<file path="config.mk">
export PLATFORM = sky130hd
export DESIGN_NAME = ex_mem_stage_reg
export DESIGN_NICKNAME = d
export VERILOG_FILES = /design/src/rtl/ex_mem_stage_reg.sv
export SDC_FILE = /design/constraint.sdc
export NUM_CORES = 1
export LEC_CHECK = 0
export ABC_AREA = 1
export ABC_CLOCK_PERIOD_IN_PS = 800
export BUFFER_PORTS_ARGS = -buffer_cell sky130_fd_sc_hd__buf_2
export CAP_MARGIN = 20
export CORE_MARGIN = 2
export CORE_UTILIZATION = 45
export DETAILED_ROUTE_END_ITERATION = 8
export HOLD_SLACK_MARGIN = 0.03
export PLACE_DENSITY = 0.84
export SLEW_MARGIN = 20
export SYNTH_ARGS = -nofsm -noshare
export SYNTH_HDL_FRONTEND = slang
export SYNTH_SLANG_ARGS = --single-unit
</file>
<file path="constraint.sdc">
create_clock -name clk -period 0.8 [get_ports clk]
set_clock_uncertainty 0.1 [all_clocks]
set_input_delay 0.12 -clock clk [delete_from_list [all_inputs] [get_ports clk]]
set_output_delay 0.12 -clock clk [all_outputs]
set_load 0.01 [all_outputs]
</file>
<file path="src/rtl/ex_mem_stage_reg.sv">
// EX/MEM pipeline register behind the ripple-carry add/subtract chain.
// Captures sum, control fields and derived flags, gates the writes of
// trapping overflows, and emits a one-shot overflow exception pulse.
module ex_mem_stage_reg #(
    parameter int unsigned WIDTH = 32,
    parameter int unsigned RA_W  = 5
) (
    input  logic             clk,
    input  logic             rst_n,
    input  logic             ex_valid,
    input  logic [WIDTH-1:0] ex_sum,
    input  logic             ex_c_msb,
    input  logic             ex_cout,
    input  logic             ex_sub,
    input  logic             ex_trap_ovf,
    input  logic [RA_W-1:0]  ex_rd,
    input  logic             ex_reg_write,
    input  logic             ex_mem_read,
    input  logic             ex_mem_write,
    input  logic [WIDTH-1:0] ex_store_data,
    input  logic             stall,
    input  logic             flush,
    output logic             mem_valid,
    output logic [WIDTH-1:0] mem_alu_result,
    output logic             mem_zero,
    output logic             mem_ovf,
    output logic             mem_borrow,
    output logic [RA_W-1:0]  mem_rd,
    output logic             mem_reg_write,
    output logic             mem_mem_read,
    output logic             mem_mem_write,
    output logic [WIDTH-1:0] mem_store_data,
    output logic             ovf_exc
);

    typedef enum logic {
        IDLE = 1'b0,
        SENT = 1'b1
    } state_t;

    state_t state;

    logic ovf_c;
    logic zero_c;
    logic borrow_c;
    logic trap_c;
    logic capture_c;

    // Flags from the MSB cell carries and the sum; trap qualifies signed ops.
    always_comb begin
        ovf_c     = ex_c_msb ^ ex_cout;
        zero_c    = (ex_sum == '0);
        borrow_c  = ex_sub & ~ex_cout;
        trap_c    = ex_valid & ex_trap_ovf & ovf_c;
        capture_c = ~flush & ~stall;
    end

    // Pipeline register: flush bubbles, stall holds, otherwise capture.
    always_ff @(posedge clk or negedge rst_n) begin
        if (!rst_n) begin
            mem_valid      <= 1'b0;
            mem_alu_result <= '0;
            mem_zero       <= 1'b0;
            mem_ovf        <= 1'b0;
            mem_borrow     <= 1'b0;
            mem_rd         <= '0;
            mem_reg_write  <= 1'b0;
            mem_mem_read   <= 1'b0;
            mem_mem_write  <= 1'b0;
            mem_store_data <= '0;
        end else if (flush) begin
            // Data buses deliberately keep their old contents.
            mem_valid     <= 1'b0;
            mem_zero      <= 1'b0;
            mem_ovf       <= 1'b0;
            mem_borrow    <= 1'b0;
            mem_rd        <= '0;
            mem_reg_write <= 1'b0;
            mem_mem_read  <= 1'b0;
            mem_mem_write <= 1'b0;
        end else if (!stall) begin
            mem_valid      <= ex_valid;
            mem_alu_result <= ex_sum;
            mem_zero       <= ex_valid & zero_c;
            mem_ovf        <= ex_valid & ovf_c;
            mem_borrow     <= ex_valid & borrow_c;
            mem_rd         <= ex_rd;
            mem_reg_write  <= ex_valid & ex_reg_write & ~trap_c;
            mem_mem_read   <= ex_valid & ex_mem_read;
            mem_mem_write  <= ex_valid & ex_mem_write & ~trap_c;
            mem_store_data <= ex_store_data;
        end
    end

    // Exception sequencer: one pulse per captured trapping instruction.
    always_ff @(posedge clk or negedge rst_n) begin
        if (!rst_n) begin
            state   <= IDLE;
            ovf_exc <= 1'b0;
        end else begin
            ovf_exc <= 1'b0;
            case (state)
                IDLE: begin
                    if (capture_c && trap_c) begin
                        state   <= SENT;
                        ovf_exc <= 1'b1;
                    end
                end
                SENT: begin
                    if (flush) begin
                        state <= IDLE;
                    end else if (capture_c) begin
                        if (trap_c) begin
                            ovf_exc <= 1'b1;
                        end else begin
                            state <= IDLE;
                        end
                    end
                end
                default: state <= IDLE;
            endcase
        end
    end

endmodule

</file>
== Word level (Yosys, flattened, before mapping) ==
Cells that the tools add are included.
Word-level totals
  bits of input ports: 81
  logic and storage cells: 58
  output and inout bits: 77
  bits in registers: 78
Operators by class
  mux-type cells: 24
  equality and inequality tests: 1
  reduce and logical (&&, ||, !) cells: 3
  bitwise gates (word level): 18
Operators with widths (number)
  logical NOT 32 bit: 1
  2-to-1 mux 1 bit: 20
  AND 1 bit: 12
  2-to-1 mux 5 bit: 2
  NOT 1 bit: 5
  case mux 1 bit (2 select lines): 2
  != test 2 x 1 -> 1 bit (second input constant): 1
  AND reduction 2 bit: 1
  logical AND 1 bit: 1
  XOR 1 bit: 1

== Longest topological paths before layout ==
Gate-level depths: netlist of the first run.
  depth in word-level cells: 6
  gate-level depth with buffers: 7
  gate-level depth less buffers: 7

== Least setup slack after synthesis of the first run ==
Ideal clock, no wire load.
  path kind: input to register
  start point: input port ex_sum[1]
  end point: register mem_zero
  path buffers: 0
  data arrival time: 0.697 ns
  data required time: 0.635 ns
  setup time: 0.065 ns
  stages on the path: 6
  setup slack: -0.062 ns
  cell sequence: or2_2 -> nor2_1 -> nand2_1 -> nor2_1 -> nand2_1 -> nand2_1
Between the ends
  longest elaborated chain between the ends: 4
RTL lines
  from (decl): RTL line 11  | input logic [WIDTH-1:0] ex_sum,
  logical NOT 32 bit: RTL line 52  | zero_c = (ex_sum == '0);
  AND 1 bit: RTL line 84  | mem_zero <= ex_valid & zero_c;
  2-to-1 mux 1 bit: RTL line 81  | end else if (!stall) begin
  2-to-1 mux 1 bit: RTL line 71  | end else if (flush) begin
  to (signal assigned): RTL line 84
  to (decl): RTL line 25  | output logic mem_zero,
Every way passes these cells. The select of a mux whose other input is x is not followed.
A chain may end at the register's enable or synchronous reset.

== Worst setup path in the final report of the first run ==
  start point: register mem_alu_result[12]
  end point: output port mem_alu_result[12]
RTL lines
  from (decl): RTL line 24  | output logic [WIDTH-1:0] mem_alu_result,
  from (signal assigned): RTL line 83  | mem_alu_result <= ex_sum;
No word-level cell between the ends.

==> impl_results.md, run 1 <==
* WL/cell at 15.7 microns
* # H-tree levels at 3
* Min Tclk post-route at 1.14 ns
* DRT iter0 DRCs at 222
* Critical Path Slowest Stage Cell: dfrtp_1
* Worst Setup EP: mem_alu_result[12]
* # Max-Cap Violations at 0
* Power Density at 1940 nW/um^2
* Layout Cells excl Fill at 691
* # diodes at 0
* Reg power frac at 44.7%
* Overall power at 10.3 mW
* Most frequent cells in the layout: nand2_1 (182), buf_2 (141), dfrtp_1 (77)
* Clock Path Buffers at 2
* Clk network pwr share at 31.1%
* Setup crit end kind: output pin
* Worst hold start: ex_cout
* Antenna Nets Post-Route at 0
* Via count at 3382
* Seq cells post-synth at 77
* Worst flop-to-flop path startpoint: mem_rd[3]
* WP depth at 1
* Core region area at 6420 sq um
* Clk pin slew, worst setup/hold paths at 0.08 ns
* Fin worst setup slack at -0.340 ns
* Clk Latency, worst-skew pair at 0.34 ns
* Final max-slew violation count at 0
* FILL cells at 344
* Top-area cell type share of the netlist area at 63.5%
* Switching Fraction at 27.5%
* Port Buffers at 157
* Commonest non-fill, non-tap cell in the layout: nand2_1
* Pin count of the biggest net entering global routing at 41
* Synth area leaders: dfrtp_1 (64%), nand2_1 (25%), nor2_1 (2.5%), buf_4 (1.7%), a22o_1 (1.7%)
* Crit share post-route at 143%
* Buf/Inv on CP at 1
* Pint at 7.48 mW
* Via density at 4.89
* Final setup violation count at 111
* Worst r2r path cells at 2
* Post-Syn Instances at 345
* Post-Syn Nets at 426
* Net Switching at 2.84 mW
* RSZ-0062 raised after global routing: true
* Comb pwr share at 24.3%
* Congestion Overflow GR at 0
* R2R Path End: mem_rd[3]
* Worst slew margin at 80.6%
* Sequential fraction of the synthesis area at 63.5%
* DRC at 0
* Crit path launch: mem_alu_result[12]
* Final net count at 691
* Wire length of the first global-routing pass at 15.0 mm
* Startpoint Class: flip-flop
* Failing checks: negative hold slack, negative setup slack
* Initial core utilization at 47.2%
* Pre-antenna DRT Iters at 5
* Gr usage total at 26.2%
* Critical path type: flip-flop to output pin
* Leak Pwr at 3.02 nW
* Synth area leader: dfrtp_1
* Status: complete, but fails checks
* Num CTS Buffers at 9
* Average size of a mapped cell at 8.79 sq um
* Cell Chain, Critical Path: buf_2
* Worst-Margin Slew at 0.291 ns
* Site Rows at 29
* Die footprint at 7410 sq um
* Share of post-route cells with drive strength above 1 at 41.4%
* Critical Path AT at 0.92 ns
* Worst hold slack at -0.126 ns
* FF-to-FF setup slack at -0.14 ns
* CTS root buf: clkbuf_8
* Top Ports at 158
* Fmax at 0.877 GHz
* Inst Count DP at 582
* Critical path fanouts, max at 2
* Worst IR Drop VDD at 1.28 mV
* P&R area growth vs syn at 75.3%
* Chip Width at 86.1 microns
* Final Hold Fails at 9
* CTS Hold Buffers Added at 61
* Max incr delay on CP at 0.42 ns
* Post-synth cell types at 15
* Synthesis Warnings at 0
* Total wire length at 10.8 mm
* Worst Hold Class: input pin to flip-flop
* Mapped Area at 3030 sq um
* Worst Path Required at 0.58 ns
* Final Wtd Congestion at 0.829
* Die H at 86.1 microns
* Crit path max-delay family: flip-flops
* Clock sink count at 77
* TritonCTS clock tree: yes
* Final HPWL DP at 5.62 mm
* Initial antenna violation count at 0
* Vias in the first global route at 3337
routing by layer:
layer	track usage (%)	routed length, microns	part of all wire [%]	vias to the layer above
met5	0	0	0	-
met4	14.3	496	4.6	0
met3	5.10	754	7.0	41
met2	46.4	5700	53	181
met1	29.5	3870	36	1581
li1	-	-	-	1579
cell type report:
type                    count  area [sq um]  share of cell area [%]
flip-flops and latches     77          1930                    36.2
multi-input cells         244          1060                    19.9
clock buffers              11           141                    2.66
inverters                   9          33.8                   0.635
well taps                  77          96.3                    1.81
clock inverters             4          72.6                    1.37
repair buffers            269          1990                    37.4
repair_timing:
item,in CTS,in global routing
endpoints found under the setup margin,80,99
resized for setup,9,55
pin swaps,3,9
setup buffers,10,27
hold endpoints to repair,152,15
stage by stage:
| stage | TNS, ns | area, sq um | setup WS [ns] | utilization, % |
|---|---|---|---|---|
| final | -23.81 | 5320 | -0.340 | 82.8 |
| after global routing | -26.94 | 5320 | -0.363 | 82.8 |
| after CTS | -22.81 | 4960 | -0.317 | 77.2 |
| after detailed placement | -17.33 | 4030 | -0.283 | 62.7 |
| after global placement | -13.57 | 4030 | -0.226 | 62.7 |
| after floorplan | -0.0272 | 3040 | -0.0145 | - |
power groups by stage:
stage / sequential [mW] / clock [mW] / combinational, mW
floorplan: 4.83 / 0 / 0.503
global placement: 4.60 / 0 / 1.62
detailed placement: 4.61 / 0 / 1.67
CTS: 4.54 / 3.23 / 2.03
global route: 4.63 / 3.45 / 2.70
finish: 4.61 / 3.21 / 2.50
sequential cells by signal, indices dropped and copies added, names as in the netlist:
signal,cells
mem_mem_read,1
mem_rd,5
mem_valid,1
mem_alu_result,32
mem_reg_write,1
mem_mem_write,1
mem_borrow,1
ovf_exc,1
mem_ovf,1
mem_store_data,32
mem_zero,1
worst min path at each step:
stage | depth (start not counted) | end
floorplan | 0 | mem_alu_result[0]
global placement | 1 | mem_alu_result[1]
detailed placement | 1 | mem_alu_result[1]
CTS | 2 | mem_borrow
global route | 2 | mem_borrow
finish | 2 | mem_borrow
cells by family after synthesis:
group | synth area share (%)
xor gates and xnor gates | 0.289
buffers and inverters | 4.17
AOI/OAI and AO/OA | 2.81
and+or+nand+nor | 29.2
DFF | 63.5
synthesized netlist by cell type (all sizes together):
| master | n |
|---|---|
| nand2 | 204 |
| o31ai | 1 |
| buf | 15 |
| dfrtp | 77 |
| nor2 | 21 |
| nand4 | 1 |
| or2 | 2 |
| inv | 9 |
| a22o | 6 |
| nand3 | 3 |
| xnor2 | 1 |
| o21ai | 5 |
(Power assumes the default switching activity.)
==> run 2: changes to the inputs <==
==> constraint.sdc (replaced) <==
create_clock -name clk -period 0.8 [get_ports clk]
set_clock_uncertainty 0.1 [all_clocks]
set_input_delay 0.24 -clock clk [delete_from_list [all_inputs] [get_ports clk]]
set_output_delay 0.24 -clock clk [all_outputs]
set_load 0.01 [all_outputs]
==> run 2 against run 1 <==
Critical path type unchanged. The flow still finishes with violations (negative hold slack, negative setup slack). Utilization increased by 1.5 points. Cell count decreased by 4.8%. Non-clock buffer count decreased by 34. Routed wire length decreased by 2.9%. Critical endpoint is now mem_alu_result[13]. Die area unchanged. Sequential cell count unchanged.
==> impl_results.md, run 2 (synthesis results as in run 1) <==
* Status: complete, but fails checks
* Failing checks: negative hold slack, negative setup slack
* Critical path fanouts, max at 2 (unchanged)
* Buf/Inv on CP at 1 (unchanged)
* Worst slew margin at 78.5% (-2.1 points)
* Pre-antenna DRT Iters at 4 (-1)
* Worst hold slack at -0.00175 ns (+0.124 ns)
* Max incr delay on CP at 0.42 ns (about the same)
* Die footprint at 7410 sq um (unchanged)
* Crit path max-delay family: flip-flops
* Die H at 86.1 microns (unchanged)
* Largest registers: mem_alu_result: 32 flops, mem_store_data: 32 flops, mem_rd: 5 flops
* Core region area at 6420 sq um (unchanged)
* CTS Hold Buffers Added at 1 (-98%)
* Commonest non-fill, non-tap cell in the layout: nand2_1
* Via count at 3255 (-3.8%)
* Critical Path Slowest Stage Cell: dfrtp_1
* Final setup violation count at 148 (+33%)
* Crit share post-route at 157% (+15 points)
* DRT iter0 DRCs at 141 (-36%)
* Share of post-route cells with drive strength above 1 at 54.6% (+13 points)
* Reg power frac at 42.9% (-1.8 points)
* Top Ports at 158 (unchanged)
* Min Tclk post-route at 1.26 ns (+0.117 ns)
* M1 WL at 3.85 mm (-0.49%)
* Worst-Margin Slew at 0.322 ns (+0.0305 ns)
* Port Buffers at 157 (unchanged)
* Final Wtd Congestion at 0.828 (about the same)
* Initial core utilization at 47.2% (unchanged)
* Critical path type: flip-flop to output pin
* Vias in the first global route at 3061 (-8.3%)
* Leak Pwr at 3.07 nW (+1.8%)
* Net Switching at 2.98 mW (+4.6%)
* Setup crit end kind: output pin
* Final std cell area, no fill at 5410 sq um (+1.8%)
* Power Density at 1990 nW/um^2 (+2.6%)
* Cell Chain, Critical Path: buf_2
* Final HPWL DP at 5.99 mm (+6.6%)
* P&R area growth vs syn at 78.5%
* Worst Path Required at 0.46 ns (-0.12 ns)
* DRC at 0 (unchanged)
* Startpoint Class: flip-flop
* Fmax at 0.795 GHz (-9.3%)
* Switching Fraction at 27.6% (+0.037 points)
* Worst Hold Class: input pin to flip-flop
* Pint at 7.81 mW (+4.4%)
* Antenna Nets Post-Route at 0 (unchanged)
* Congestion Overflow GR at 0 (unchanged)
* # Max-Cap Violations at 0 (unchanged)
* Pin count of the biggest net entering global routing at 27 (-34%)
* Via density at 4.95 (+1.1%)
* Clk network pwr share at 32.1% (+1.0 points)
* Area after DPL at 4090 sq um (+1.7%)
* Uppermost layer routed: met4
* Most frequent cells in the layout: nand2_1 (150), buf_2 (142), dfrtp_1 (77)
* CTS root buf: clkbuf_8
* Routed wl met3 at 629 microns (-17%)
* WL/cell at 16.0 microns (+2.0%)
* RSZ-0062 raised after global routing: true
* Total wire length at 10.5 mm (-2.9%)
* Final Hold Fails at 1 (-8)
* Initial antenna violation count at 0 (unchanged)
* Final net count at 658 (-4.8%)
* Num CTS Buffers at 9 (unchanged)
* TritonCTS clock tree: yes
* Final max-slew violation count at 0 (unchanged)
* Critical Path AT at 0.92 ns (about the same)
* # H-tree levels at 3 (unchanged)
* # diodes at 0 (unchanged)
* Chip Width at 86.1 microns (unchanged)
* Gr usage total at 24.4% (-1.8 points)
* Clock sink count at 77 (unchanged)
* Wire length of the first global-routing pass at 13.9 mm (-7.6%)
* Final Core Density at 84.3% (+1.5 points)
* Clock Path Buffers at 2 (unchanged)
* Site Rows at 29 (unchanged)
* Fin worst setup slack at -0.457 ns (-0.117 ns)
* Worst IR Drop VDD at 1.22 mV (-5.2%)
* Clk pin slew, worst setup/hold paths at 0.09 ns (about the same)
* Met2 routed WL at 5.64 mm (-1.1%)
* Comb pwr share at 25.0% (+0.7 points)
* Clk Latency, worst-skew pair at 0.33 ns (about the same)
* Overall power at 10.8 mW (+4.5%)
run 2: path summary, 6_finish.rpt:
| path | start | end | slack, ns | depth (start not counted) |
|---|---|---|---|---|
| max in group asynchronous | rst_n | mem_mem_read | 0.05 | 3 |
| max reg2reg | mem_rd[3] | mem_rd[3] | -0.12 | 2 |
| min reg2reg | mem_alu_result[14] | mem_alu_result[14] | 0.38 | 2 |
| max | mem_alu_result[13] | mem_alu_result[13] | -0.46 | 1 |
| min | ex_store_data[7] | mem_store_data[7] | -0.002 | 3 |
| min in group asynchronous | rst_n | mem_rd[3] | 0.19 | 2 |
run 2: repair_timing:
item,in CTS,in global routing
hold endpoints to repair,134,39
resized for setup,36,111
buffers inserted,22,25
gates cloned,3,8
pin swaps,14,20
setup endpoints to repair,141,138
run 2: routing by layer:
metal | track usage (%) | vias to the layer above
met5 | 0 | -
li1 | - | 1519
met4 | 10.7 | 0
met1 | 28.6 | 1554
met3 | 4.81 | 40
met2 | 43.2 | 142
run 2: layout make-up:
class | instances | area (sq um)
inverters | 9 | 62.6
fillers | 367 | 1010
flip-flops and latches | 77 | 1930
repair buffers | 235 | 1870
repair inverters | 1 | 20.0
multi-input cells | 244 | 1210
clock inverters | 5 | 100
clock buffers | 10 | 128
well taps | 77 | 96.3
run 2: power groups by stage:
stage	sequential, mW	combinational (mW)	clock [mW]
floorplan	4.83	0.525	0
global placement	4.60	1.67	0
detailed placement	4.62	1.72	0
CTS	4.55	2.04	3.43
global route	4.67	2.90	3.68
finish	4.63	2.70	3.46
run 2: metrics by stage:
| stage | TNS [ns] | setup WS, ns | std cells |
|---|---|---|---|
| floorplan | -7.63 | -0.122 | 345 |
| global placement | -29.57 | -0.380 | 591 |
| detailed placement | -32.44 | -0.439 | 591 |
| CTS | -32.05 | -0.438 | 631 |
| global route | -40.49 | -0.489 | 658 |
| finish | -36.76 | -0.457 | 658 |
==> run 3: changes to the inputs <==
--- a/config.mk
+++ b/config.mk
@@ -5,10 +5,9 @@
 export SDC_FILE = /design/constraint.sdc
 export NUM_CORES = 1
 export LEC_CHECK = 0
-export ABC_AREA = 1
-export ABC_CLOCK_PERIOD_IN_PS = 800
+export ABC_CLOCK_PERIOD_IN_PS = 1340
 export BUFFER_PORTS_ARGS = -buffer_cell sky130_fd_sc_hd__buf_2
-export CAP_MARGIN = 20
+export CAP_MARGIN = 40
 export CORE_MARGIN = 2
 export CORE_UTILIZATION = 45
 export DETAILED_ROUTE_END_ITERATION = 8
==> constraint.sdc (replaced) <==
create_clock -name clk -period 1.34 [get_ports clk]
set_clock_uncertainty 0.1 [all_clocks]
set_input_delay 0.402 -clock clk [delete_from_list [all_inputs] [get_ports clk]]
set_output_delay 0.402 -clock clk [all_outputs]
set_load 0.01 [all_outputs]
==> run 3 against run 2 <==
The run ends with design-rule violations, negative setup slack left. Sequential power down 40%. Cell count decreased by 27%. First-iteration DRC count fell by 52%. Hold slack gained 0.18 ns. Sequential cell count unchanged. Synthesized cell count decreased by 43%. Critical path depth unchanged. Register-to-register slack gained 0.33 ns. Die area decreased by 0.51%. Largest cell class unchanged.
==> impl_results.md, run 3 <==
* Status: complete, but fails checks
* Failing checks: design-rule violations, negative setup slack
* Num CTS Buffers at 9 (unchanged)
* Site Rows at 29 (unchanged)
* Antenna Nets Post-Route at 0 (unchanged)
* TritonCTS clock tree: yes
* Final Wtd Congestion at 0.805 (-2.9%)
* Die footprint at 7370 sq um (-0.51%)
* Most frequent cells in the layout: buf_2 (149), dfrtp_1 (77), buf_4 (39)
* Die H at 85.9 microns (-0.26%)
* Core region area at 6420 sq um (unchanged)
* Post-Syn Instances at 197 (-43%)
* Dpl ws at -0.411 ns (+0.0280 ns)
* Most common library cells after synthesis: dfrtp_1 (77), mux2_1 (49), mux2_2 (15)
* Pin count of the biggest net entering global routing at 34 (+26%)
* Primary FF master, synth: dfrtp_1
* FFs w/ async S/R, synth at 100% (unchanged)
* Final HPWL DP at 5.40 mm (-9.8%)
* Max incr delay on CP at 0.40 ns (-0.02 ns)
* Critical Path Slowest Stage Cell: dfrtp_1
* Congestion Overflow GR at 0 (unchanged)
* Fmax at 0.728 GHz
* # Max-Cap Violations at 0 (unchanged)
* Worst Path Required at 0.84 ns (+0.38 ns)
* Leak Pwr at 2.33 nW (-24%)
* Crit path max-delay family: flip-flops
* Clk Latency, worst-skew pair at 0.33 ns (about the same)
* Seq cells post-synth at 77 (unchanged)
* WL/cell at 15.2 microns (-4.8%)
* Setup crit end kind: output pin
* Vias in the first global route at 2355 (-23%)
* Final Hold Fails at 0 (-1)
* DRT iter0 DRCs at 68 (-52%)
* Startpoint Class: flip-flop
* Cell Chain, Critical Path: buf_2
* Post-Syn Nets at 278 (-35%)
* Overall power at 6.03 mW (-44%)
* Largest registers: mem_alu_result: 32 flops, mem_store_data: 32 flops, mem_rd: 5 flops
* Gr usage total at 19.8% (-4.6 points)
* Worst Hold Class: input pin to flip-flop
* Synthesis Warnings at 0 (unchanged)
* RSZ-0062 raised after global routing: true
* Post-synth cell types at 26 (+11)
* CTS root buf: clkbuf_8
* Final max-slew violation count at 0 (unchanged)
* Inst Count DP at 436 (-26%)
* Final net count at 479 (-27%)
* Worst slew margin at 74.8% (-3.7 points)
* Area after DPL at 4050 sq um (-1.0%)
* Port Buffers at 157 (unchanged)
* Clk pin slew, worst setup/hold paths at 0.08 ns (about the same)
* Crit share post-route at 103%
* Layout Cells excl Fill at 480 (-27%)
* Most frequent cell after synthesis: dfrtp_1
* Synth area leaders: dfrtp_1 (64%), mux2_1 (18%), mux2_2 (5.6%), buf_6 (2.2%), mux2i_1 (1.7%)
* Post-synth EDFFs at 0 (unchanged)
* Average size of a mapped cell at 15.3 sq um (+74%)
* DRC at 11 (+11)
* Pre-antenna DRT Iters at 6 (+2)
* Clock Path Buffers at 2 (unchanged)
* Wire length of the first global-routing pass at 11.4 mm (-18%)
* Worst hold slack at 0.180 ns (+0.182 ns)
* Buf/Inv on CP at 1 (unchanged)
* Initial antenna violation count at 0 (unchanged)
* # H-tree levels at 3 (unchanged)
* Critical path fanouts, max at 2 (unchanged)
* Min Tclk post-route at 1.37 ns
* Fin worst setup slack at -0.0337 ns (+0.424 ns)
* Sequential fraction of the synthesis area at 63.9% (+0.34 points)
* Commonest non-fill, non-tap cell in the layout: buf_2
* Clock sink count at 77 (unchanged)
* Power Density at 1330 nW/um^2 (-33%)
* Share of post-route cells with drive strength above 1 at 62.0% (+7.5 points)
* Top-area cell type share of the netlist area at 63.9% (+0.34 points)
* Via count at 2330 (-28%)
* P&R area growth vs syn at 50.5%
* Initial core utilization at 47.0% (-0.25 points)
* Synth area leader: dfrtp_1
* Via density at 4.85 (-1.9%)
* Mapped Area at 3020 sq um (-0.54%)
* Worst-Margin Slew at 0.375 ns (+0.0538 ns)
* Top Ports at 158 (unchanged)
* Critical path type: flip-flop to output pin
* Critical Path AT at 0.87 ns (-0.05 ns)
* Chip Width at 85.9 microns (-0.26%)
* # diodes at 0 (unchanged)
* Final std cell area, no fill at 4540 sq um (-16%)
* Worst IR Drop VDD at 0.825 mV (-32%)
* Final setup violation count at 62 (-58%)
* Total wire length at 7.30 mm (-31%)
[run 3: cell types whose count changed in the layout (fill, tap and decap cells not counted), sizes merged, moves of 5 or more]
cell	delta
mux2	+64
buf	-29
nand2	-201
mux2i	+5
a22o	-6
nor4	+7
nor2	-11
inv	-7
o21ai	-5
[run 3: metal layers]
| metal | GRT usage [%] | vias to the layer above | part of all wire, % |
|---|---|---|---|
| met1 | 26.0 | 1114 | 42 |
| met5 | 0 | - | 0 |
| met2 | 33.1 | 102 | 50 |
| met3 | 4.33 | 10 | 6.9 |
| li1 | - | 1104 | - |
| met4 | 5.92 | 0 | 1.1 |
[run 3: power by group]
part           leakage, nW  switching [mW]  internal, mW
clock network        0.116           0.790          1.15
registers            0.927           0.153          2.62
logic                 1.29           0.564         0.750
total                 2.33            1.51          4.52
[run 3: what timing repair did]
| item | 4_1_cts | 5_1_grt |
|---|---|---|
| hold buffers | 1 | 0 |
| setup buffers | 13 | 14 |
| endpoints found under the setup margin | 76 | 77 |
| resized for setup | 2 | 7 |
| pin swaps | 0 | 0 |
| endpoints found under the hold margin | 12 | 0 |
[run 3: path summary, 6_finish.rpt]
path | from | endpoint | slack (ns) | depth (start not counted)
setup / recovery | mem_alu_result[7] | mem_alu_result[7] | -0.03 | 1
hold / removal | ex_store_data[30] | mem_store_data[30] | 0.18 | 2
setup reg to reg | mem_store_data[16] | mem_store_data[16] | 0.21 | 3
hold reg to reg | mem_store_data[20] | mem_store_data[20] | 0.39 | 1
max in group asynchronous | rst_n | mem_alu_result[27] | 0.33 | 3
min in group asynchronous | rst_n | ovf_exc | 0.37 | 2
[run 3: per-stage QoR]
step | util, % | setup TNS, ns
6_report | 70.7 | -0.726
3_5_place_dp | 63.1 | -12.25
2_1_floorplan | - | -5.83
4_1_cts | 68.5 | -1.70
5_1_grt | 70.7 | -3.52
3_3_place_gp | 63.1 | -10.72
[run 3: layout make-up]
class | instances | area (sq um)
clock buffers | 12 | 155
clock inverters | 4 | 70.1
fillers | 458 | 1880
inverters | 2 | 7.51
multi-input cells | 108 | 1080
flip-flops and latches | 77 | 1930
well taps | 77 | 96.3
repair buffers | 200 | 1210
[run 3: cell families (layout without fill, tap and decap cells)]
| group | Yosys count | in the layout | share of synthesized area [%] |
|---|---|---|---|
| AOI/OAI and AO/OA | 9 | 9 | 1.95 |
| DFF | 77 | 77 | 63.9 |
| xor gates and xnor gates | 2 | 2 | 0.581 |
| muxes | 69 | 69 | 25.5 |
| buffers and inverters | 12 | 218 | 3.19 |
| and+or+nand+nor | 28 | 28 | 4.85 |
